`src/rtl/req_encoder_16_to_4.sv`:
```
// Captures a 16-bit request vector and offers each set index in priority order over a valid/ack handshake.
// Optional REQ_ENC_MERGE_EN: a capture while serving merges new requests into the pending set.
module req_encoder_16_to_4 #(
  parameter int LSB_FIRST = 1
) (
  input  logic        clk,
  input  logic        rst_n,
  input  logic [15:0] req_line,
  input  logic        capture,
  input  logic        ack,
  output logic [3:0]  c_addr,
  output logic        valid,
  output logic        busy,
  output logic [4:0]  count
);

  typedef enum logic [0:0] {
    IDLE  = 1'b0,
    SERVE = 1'b1
  } state_t;

  state_t      state_r;
  state_t      state_n_s;
  logic [15:0] pending_r;
  logic [15:0] pending_n_s;
  logic [15:0] base_s;
  logic [15:0] merged_s;
  logic [3:0]  c_addr_n_s;
  logic        valid_n_s;
  logic        busy_n_s;
  logic [4:0]  count_n_s;

  // The last match in the scan wins, so the scan direction sets the priority.
  function automatic logic [3:0] first_index(input logic [15:0] vec);
    logic [3:0] idx;
    idx = 4'd0;
    if (LSB_FIRST != 0) begin
      for (int i = 15; i >= 0; i--) idx = vec[i] ? i[3:0] : idx;
    end else begin
      for (int i = 0; i < 16; i++) idx = vec[i] ? i[3:0] : idx;
    end
    return idx;
  endfunction

  function automatic logic [4:0] popcount(input logic [15:0] vec);
    logic [4:0] cnt;
    cnt = 5'd0;
    for (int i = 0; i < 16; i++) cnt = cnt + {4'd0, vec[i]};
    return cnt;
  endfunction

  // Next-state and next-output logic
  always_comb begin
    state_n_s   = state_r;
    pending_n_s = pending_r;
    c_addr_n_s  = c_addr;
    valid_n_s   = valid;
    busy_n_s    = busy;
    count_n_s   = count;
    base_s      = pending_r;
    merged_s    = pending_r;
    case (state_r)
      IDLE: begin
        if (capture && (req_line != 16'h0000)) begin
          state_n_s   = SERVE;
          pending_n_s = req_line;
          c_addr_n_s  = first_index(req_line);
          valid_n_s   = 1'b1;
          busy_n_s    = 1'b1;
          count_n_s   = popcount(req_line);
        end else begin
          state_n_s = IDLE;
        end
      end
      SERVE: begin
        base_s = (valid && ack) ? (pending_r & ~(16'h0001 << c_addr)) : pending_r;
`ifdef REQ_ENC_MERGE_EN
        merged_s = capture ? (base_s | req_line) : base_s;
`else
        merged_s = base_s;
`endif
        pending_n_s = merged_s;
        if (merged_s == 16'h0000) begin
          state_n_s  = IDLE;
          c_addr_n_s = 4'd0;
          valid_n_s  = 1'b0;
          busy_n_s   = 1'b0;
          count_n_s  = 5'd0;
        end else begin
          state_n_s  = SERVE;
          c_addr_n_s = first_index(merged_s);
          valid_n_s  = 1'b1;
          busy_n_s   = 1'b1;
          count_n_s  = popcount(merged_s);
        end
      end
      default: begin
        state_n_s   = IDLE;
        pending_n_s = 16'h0000;
        c_addr_n_s  = 4'd0;
        valid_n_s   = 1'b0;
        busy_n_s    = 1'b0;
        count_n_s   = 5'd0;
      end
    endcase
  end

  // State and output registers; reset discards any in-flight transfer
  always_ff @(posedge clk) begin
    if (!rst_n) begin
      state_r   <= IDLE;
      pending_r <= 16'h0000;
      c_addr    <= 4'd0;
      valid     <= 1'b0;
      busy      <= 1'b0;
      count     <= 5'd0;
    end else begin
      state_r   <= state_n_s;
      pending_r <= pending_n_s;
      c_addr    <= c_addr_n_s;
      valid     <= valid_n_s;
      busy      <= busy_n_s;
      count     <= count_n_s;
    end
  end

endmodule

```
`config.mk`:
```
export PLATFORM = sky130hd
export DESIGN_NAME = req_encoder_16_to_4
export DESIGN_NICKNAME = d
export VERILOG_FILES = /design/src/rtl/req_encoder_16_to_4.sv
export SDC_FILE = /design/constraint.sdc
export NUM_CORES = 1
export LEC_CHECK = 0
export CAP_MARGIN = 0
export CELL_PAD_IN_SITES_DETAIL_PLACEMENT = 1
export CELL_PAD_IN_SITES_GLOBAL_PLACEMENT = 1
export CORE_MARGIN = 10
export CORE_UTILIZATION = 42
export DETAILED_ROUTE_END_ITERATION = 12
export PLACE_DENSITY_LB_ADDON = 0.12
export SYNTH_ARGS = -nofsm -noshare
export SYNTH_HDL_FRONTEND = slang
export SYNTH_SLANG_ARGS = --single-unit
```
`constraint.sdc`:
```
create_clock -name clk -period 6.8 [get_ports clk]
set_input_delay 1.7 -clock clk [delete_from_list [all_inputs] [get_ports clk]]
set_output_delay 1.7 -clock clk [all_outputs]
set_load 0.02 [all_outputs]
```
# Yosys cells after proc, flatten, opt, wreduce, memory -nomap -nowiden
# Index checks and enable logic that the tools add are counted.
# word_totals
ff_bits,27
input_bits,20
out_inout_bits,11
elab_cells,90
# op_classes
muxes,46
n_addsub,30
eq_ne,1
n_bitwise,3
reduce_logical,4
shifts,1
# ops
cell,n
2-to-1 mux 4 bit,34
adder 5 x 1 -> 5 bit,22
2-to-1 mux 16 bit,2
one-hot mux 16 bit (2 select lines),1
AND 16 bit,1
zero test 16 bit,1
inverter 16 bit,1
nonzero test 16 bit,1
<< shifter 1 x 4 -> 16 bit (first input constant),1
adder 4 x 1 -> 5 bit,2
2-to-1 mux 5 bit,2
one-hot mux 5 bit (2 select lines),1
adder 3 x 1 -> 4 bit,2
one-hot mux 4 bit (2 select lines),1
adder 2 x 1 -> 3 bit,2
adder 1 x 1 -> 2 bit,2
one-hot mux 1 bit (2 select lines),2
2-to-1 mux 1 bit,3
logical AND 1 bit,2
!= test 2 bit (second input constant),1
inverter 1 bit,1

# Depth between registers and ports, before layout
# Gate-level depths: netlist of run 1.
# depth
depth_word,22
mapped_depth,18
ltp_nobuf,16

# Least setup slack after synthesis of run 1
# Ideal clock, no wire load.
# synth_timing
path_kind,input to register
start,in ack
end,reg count[2]
path_stages,13
t_arrival_ns,5.240
t_required_ns,6.669
setup_ns,0.131
slack_ns,1.429
path_buffers,0
cell_sequence,nand4b_1 -> o21a_1 -> fa_1 -> inv_1 -> fa_1 -> fa_1 -> fa_1 -> inv_1 -> ha_1 -> fa_1 -> xor2_1 -> a22oi_1 -> a21oi_1
# synth_between
elab_chain_cells,19
word_cells_on_any_way,20
classes_between,add/sub: 15; mux: 3; reduce/logical: 2
# synth_lines
element,line_no,text
start: declaration,10,"input logic ack,"
logical AND 1 bit *,76,base_s = (valid && ack) ? (pending_r & ~(16'h0001 << c_addr)) : pending_r;
2-to-1 mux 16 bit *,76,
adder 1 x 1 -> 2 bit,48,"for (int i = 0; i < 16; i++) cnt = cnt + {4'd0, vec[i]};"
adder 2 x 1 -> 3 bit,48,
adder 3 x 1 -> 4 bit,48,
adder 4 x 1 -> 5 bit,48,
adder 5 x 1 -> 5 bit (11 in series),48,
2-to-1 mux 5 bit *,83,if (merged_s == 16'h0000) begin
one-hot mux 5 bit (2 select lines) *,62,case (state_r)
end signal: assignment,123,count <= count_n_s;
end: declaration,14,output logic [4:0] count
# Mark *: on every way between the ends. The rest lies on a longest branch, timed or not.
# A chain may end at the register's enable or synchronous reset.

# Final worst setup path of run 1
# Ends and elaborated chain as after synthesis.

==> results of run 1 <==
==> cell type report <==
class / count / area, sq um / area share, %
Multi-Input combinational cell: 256 / 1867 / 62.69
Sequential cell: 27 / 540.5 / 18.15
Timing Repair Buffer: 33 / 322.8 / 10.84
Inverter: 29 / 108.9 / 3.655
Tap cell: 75 / 93.84 / 3.151
Clock buffer: 4 / 45.04 / 1.513
==> worst max path at each step <==
| stage | from | endpoint | slack, ns | cells after the start |
|---|---|---|---|---|
| final | ack | count[2] | 0.72 | 14 |
| after global routing | ack | count[2] | 0.45 | 13 |
| after CTS | ack | count[2] | 0.70 | 14 |
| after detailed placement | ack | count[2] | 0.43 | 13 |
| after global placement | ack | count[2] | 0.61 | 14 |
| after floorplan | ack | count[2] | 1.43 | 13 |
==> routing by layer <==
layer / wire length (um) / vias up / global-route usage [%]
met5: 0 / - / 0
met1: 3644 / 1167 / 20.56
met2: 3907 / 29 / 28.39
met3: 174 / 9 / 2.444
met4: 86 / 0 / 2.315
li1: - / 1184 / -
==> worst min-delay path, stage by stage, from the launching register on <==
cell     delay, ns
dfxtp_1       0.33
o21ai_1       0.13
a21oi_1       0.05
==> registers in the layout (all words and copies together) (netlist names) <==
signal	flops
pending_r	16
count	5
c_addr	4
busy	1
state_r	1
==> where the power goes <==
| part | internal (mW) | total (mW) | switching [mW] |
|---|---|---|---|
| Sequential | 0.176 | 0.198 | 0.0224 |
| Clock | 0.0421 | 0.0937 | 0.0516 |
| Combinational | 0.156 | 0.348 | 0.192 |
| Total | 0.375 | 0.640 | 0.266 |
==> logic make-up after synthesis <==
family	count (synthesis)
adders and majority gates	32
xor gates and xnor gates	5
AOI/OAI and AO/OA	116
and+or+nand+nor	103
DFF	27
buffers and inverters	43
==> cells in the final DEF, fill, tap and decap left out, types with 3 or more instances in the layout <==
master / n
a21o_1: 4
a21oi_1: 21
and2_1: 17
buf_4: 3
clkbuf_8: 3
clkdlybuf4s50_1: 30
dfxtp_1: 27
fa_1: 19
ha_1: 13
inv_1: 29
nand2_1: 22
nand2b_1: 3
nand3_1: 7
nand3b_1: 4
nor2_1: 20
nor3_1: 4
o211ai_1: 3
o21a_1: 9
o21ai_0: 46
o21ai_1: 13
o22a_1: 3
or2_2: 5
or3_1: 3
or3b_1: 6
xnor2_1: 3
==> reports/metrics.cfg, run 1 <==
[status]
status = completed

[placement]
gp_congestion = 0.8759
numPortBuffers = 30
placed_area_sq_mm = 0.002933
hpwl_um = 6421
dp_slack_ns = 0.4320
dp_cells = 420

[route]
routed_wl_um = 7811
drcViolationCount = 0
routedWlPerCell_um = 18.42
first_iter_violations = 163
dr.pass1.iters = 4
dr_total_vias = 2389
ant_nets = 0
via_per_inst = 5.634

[clocking]
cts_root_buffer = clkbuf_8
cts_tree = yes
holdBufCountCts = 0
ctsLongestPathBuffers = 2
cts_made_buffers = 3
post-cts-setup-buffer-count = 0
clk_latency_ns = 0.28
cts-resized-gates = 0
cts_sinks = 27
htree_levels = 1
clkSlewWorstSetupHoldPaths_ns = 0.09

[yosys]
synthMostInstantiatedCell = o21ai_0
synth_area_sq_mm = 0.002589
synth_ff_type = dfxtp_1
yosysSeqAreaShare_pct = 20.88
synthAdderAreaFrac_pct = 20.98
yosys.area_share.simple_pct = 21.85
synth_edf_count = 0
synth_nets = 378
yosysTopAreaCell = dfxtp_1
muxShareOfSynthArea_pct = 0
synth_top_family_by_area = compound AO/OA/AOI/OAI gates
async_flop_share_pct = 0
synth_xor_area_share_pct = 1.692
ys_seq_elements = 27
synth.avg_cell_area_sq_um = 7.941
ys_warn_count = 0
synthTopCellsByCount = o21ai_0 (46), inv_1 (29), dfxtp_1 (27)
netlist-cell-type-count = 52
syn-instance-count = 326
synth_top_area_share_pct = 20.88
synth_compound_area_share_pct = 27.60
synth_area_leaders = dfxtp_1 (21%), fa_1 (15%), o21ai_0 (8.9%)

[setup_path]
cp.arrival_ns = 6.23
r2r_cells = 12
r2r_start = c_addr[0]
reg2reg_slack_ns = 2.06
cpMaxStageDelayCell = fa_1
path_delay_family = adder cells
crit_path_frequent_cell = fa_1
cp_num_buf_inv = 3
path_max_fanout = 10
critPathCaptureType = flop
critical_path.cell_chain = clkdlybuf4s50_1 > nand4b_1 > o21a_1 > fa_1 > inv_1 > fa_1 > fa_1 > fa_1 > inv_1 > ha_1 > fa_1 > xor2_1 > a22oi_1 > a21oi_1
critPathKind = primary input to flop
r2r_end = count[2]
critPathLaunchType = primary input
cp.required_ns = 6.96
max_stage_delay_ns = 0.55

[cells_and_area]
insertedDiodeCount = 0
drive_gt1_share_pct = 4.871
final_area_sq_mm = 0.002978
utilization_pct = 50.00
fin_nets = 402
fin_cells = 424
fillers = 758
area_growth_pct = 15.03

[timing]
hold_viol_final = 0
max_freq_mhz = 164.5
tightest_slew_ns = 0.8157
fin_crit_sh_pct = 89.40
clock_skew_ns = 0.003030
slew_headroom_pct = 45.45
setup_violations = 0
fin_crit_ns = 6.079
rsz0062_at_grt = false
finalMaxSlewViolations = 0
setup_tns_ns = 0
holdWs_ns = 0.5483
final.setup.worst_slack_ns = 0.7209

[global_route]
grt_pass1_vias = 2596
grt-ovfl-total = 0
antenna_found_initial = 0
grt_max_degree = 33
grt_pass1_wl_um = 13190
grtUsageTotal_pct = 16.12

[die]
floorplan.rows = 28
num_io_pins = 31
dieArea_sq_mm = 0.009704
core_region_area_sq_mm = 0.005956
die_y_um = 98.51
fp.dieW_um = 98.51
initial_core_util_pct = 43.47

[worst_hold_path]
whs_path_depth = 2
holdPathEnd = count[3]
min_path_type = flop to flop
min_from = count[3]

[flow_run]
maxCapViolCount = 0

[pwr]
p_leak_nw = 1.217
vdd_drop_max_uv = 129.0
p_total_mw = 0.6404
power_density_mw_per_mm2 = 215.1

Power figures use the tool's default switching activity.
==> inputs of run 2 (changes only) <==
--- a/config.mk
+++ b/config.mk
@@ -9,9 +9,10 @@
 export CELL_PAD_IN_SITES_DETAIL_PLACEMENT = 1
 export CELL_PAD_IN_SITES_GLOBAL_PLACEMENT = 1
 export CORE_MARGIN = 10
-export CORE_UTILIZATION = 42
+export CORE_UTILIZATION = 40
 export DETAILED_ROUTE_END_ITERATION = 12
-export PLACE_DENSITY_LB_ADDON = 0.12
+export PLACE_DENSITY_LB_ADDON = 0.1
+export SLEW_MARGIN = 0
 export SYNTH_ARGS = -nofsm -noshare
 export SYNTH_HDL_FRONTEND = slang
 export SYNTH_SLANG_ARGS = --single-unit
==> run 2 against run 1 <==
Against the previous run:
- global-route usage down 0.41 points
- critical endpoint unchanged
- combinational power about the same
- final cell count up 0.47%
- setup slack better by 0.077 ns
- clock power down 4.6%
- largest cell class unchanged
==> reports/metrics.cfg, run 2 (synthesis results as in run 1) <==
[cells_and_area]
fin_nets = 402  ; unchanged
fillers = 789  ; +4.1%
insertedDiodeCount = 0  ; unchanged
area_growth_pct = 15.13  ; about the same
largest_register = pending_r
fin_cells = 426  ; +0.47%
reg_top3 = pending_r: 16 flops, count: 5 flops, c_addr: 4 flops
largest_reg_flops = 16  ; unchanged
drive_gt1_share_pct = 4.871  ; unchanged
utilization_pct = 47.21  ; -2.8 points
final_common_cell = o21ai_0
final_cell_mix = o21ai_0 (46), clkdlybuf4s50_1 (30), inv_1 (29)

[timing]
rsz0062_at_grt = false
clock_skew_ns = 0.002768  ; -0.0002621 ns
finalMaxSlewViolations = 0  ; unchanged
slew_headroom_pct = 44.05  ; -1.4 points
holdWs_ns = 0.5434  ; -0.004894 ns
max_freq_mhz = 166.6  ; +1.3%
setup_tns_ns = 0  ; unchanged
setup_violations = 0  ; unchanged
fin_crit_sh_pct = 88.27  ; -1.1 points
tightest_slew_ns = 0.8367  ; +0.02100 ns
fin_crit_ns = 6.002  ; -0.07700 ns
hold_viol_final = 0  ; unchanged

[pwr]
p_leak_nw = 1.217  ; unchanged
p_sw_mw = 0.2593  ; -2.5%
seqPwrFrac_pct = 31.3  ; +0.3 points
pwr-share-clk_pct = 14.1  ; -0.5 points
power_density_mw_per_mm2 = 212.6  ; -1.1%
power.internal_mw = 0.3744  ; about the same
vdd_drop_max_uv = 137.9  ; +6.9%
swShare_pct = 40.92  ; -0.60 points
p_total_mw = 0.6337  ; -1.1%
pwr-share-comb_pct = 54.6  ; +0.2 points

[route]
dr_total_vias = 2420  ; +1.3%
routed_wl_um = 7657  ; -2.0%
ant_nets = 0  ; unchanged
dr.pass1.iters = 4  ; unchanged
routed.top_layer = met4
route.met3.wl_um = 237  ; +36%
wl_met2_um = 3739  ; -4.3%
via_per_inst = 5.681  ; +0.82%
first_iter_violations = 75  ; -54%
drcViolationCount = 0  ; unchanged
wl_met1_um = 3642  ; about the same
routedWlPerCell_um = 17.97  ; -2.4%

[clocking]
cts_root_buffer = clkbuf_8
ctsLongestPathBuffers = 2  ; unchanged
cts-resized-gates = 0  ; unchanged
clk_latency_ns = 0.27  ; about the same
cts_made_buffers = 3  ; unchanged
holdBufCountCts = 0  ; unchanged
htree_levels = 1  ; unchanged
cts_sinks = 27  ; unchanged
cts_tree = yes
clkSlewWorstSetupHoldPaths_ns = 0.09  ; about the same
post-cts-setup-buffer-count = 0  ; unchanged

[setup_path]
r2r_start = c_addr[0]
reg2reg_slack_ns = 2.05  ; about the same
cp.required_ns = 6.94  ; -0.02 ns
cp.arrival_ns = 6.14  ; -0.09 ns
critPathCaptureType = flop
r2r_cells = 12  ; unchanged
critPathLaunchType = primary input
path_max_fanout = 10  ; unchanged
r2r_end = count[2]
critPathKind = primary input to flop

[global_route]
grt-ovfl-total = 0  ; unchanged
antenna_found_initial = 0  ; unchanged
grt_pass1_wl_um = 13100  ; -0.62%
grt_max_degree = 33  ; unchanged
grtUsageTotal_pct = 15.71  ; -0.41 points
grt_pass1_vias = 2550  ; -1.8%

[placement]
hpwl_um = 6379  ; -0.66%
numPortBuffers = 30  ; unchanged
gp_congestion = 0.8274  ; -5.5%
dp_cells = 422  ; +0.48%

[worst_hold_path]
min_path_type = flop to flop
holdPathEnd = count[3]
min_from = count[3]
whs_path_depth = 2  ; unchanged

[die]
initial_core_util_pct = 41.00  ; -2.5 points
core_region_area_sq_mm = 0.006314  ; +6.0%
floorplan.rows = 29  ; +3.6%
dieArea_sq_mm = 0.01009  ; +4.0%
fp.dieW_um = 100.4  ; +2.0%
die_y_um = 100.4  ; +2.0%
num_io_pins = 31  ; unchanged

[flow_run]
maxCapViolCount = 0  ; unchanged

[status]
status = completed

-- run 2: cell counts in the layout (fill, tap and decap cells not counted) --
No cell type changed its count.
-- run 2: how the worst max path moves through the flow --
stage | from | endpoint | slack (ns) | cells after the start
global route | ack | count[2] | 0.50 | 13
floorplan | ack | count[2] | 1.43 | 13
detailed placement | ack | count[2] | 0.50 | 14
CTS | ack | count[2] | 0.79 | 14
global placement | ack | count[2] | 0.61 | 14
finish | ack | count[2] | 0.80 | 14
-- run 2: area by class of cell --
type                            instances  area [sq um]  area share, %
Multi-Input combinational cell        256          1867          62.64
Sequential cell                        27         540.5          18.14
Timing Repair Buffer                   33         322.8          10.83
Inverter                               29         108.9          3.652
Tap cell                               77         96.34          3.233
Clock buffer                            4         45.04          1.511
-- run 2: worst max-delay path, cell delays in order --
cell and delay [ns]:
clkdlybuf4s50_1 0.52, nand4b_1 0.38, o21a_1 0.36, fa_1 0.54, inv_1 0.05, fa_1 0.46
fa_1 0.52, fa_1 0.53, inv_1 0.05, ha_1 0.20, fa_1 0.40, xor2_1 0.16
a22oi_1 0.18, a21oi_1 0.09
-- run 2: through the flow --
step | setup WS, ns | instance area, sq um
6_report | 0.7979 | 2980
3_3_place_gp | 0.6133 | 2935
2_1_floorplan | 1.429 | 2589
3_5_place_dp | 0.5036 | 2935
5_1_grt | 0.5034 | 2980
4_1_cts | 0.7885 | 2980
-- run 2: per-layer routing --
| layer | global-route usage, % | vias to the layer above |
|---|---|---|
| li1 | - | 1187 |
| met1 | 21.04 | 1196 |
| met2 | 26.11 | 31 |
| met3 | 2.679 | 6 |
| met4 | 2.500 | 0 |
| met5 | 0 | - |
-- run 2: power by group through the flow --
stage	logic [mW]	clock network, mW	registers [mW]
detailed placement	0.348	0	0.202
CTS	0.351	0.0931	0.198
floorplan	0.234	0	0.204
global placement	0.344	0	0.202
global route	0.402	0.100	0.202
finish	0.346	0.0894	0.199
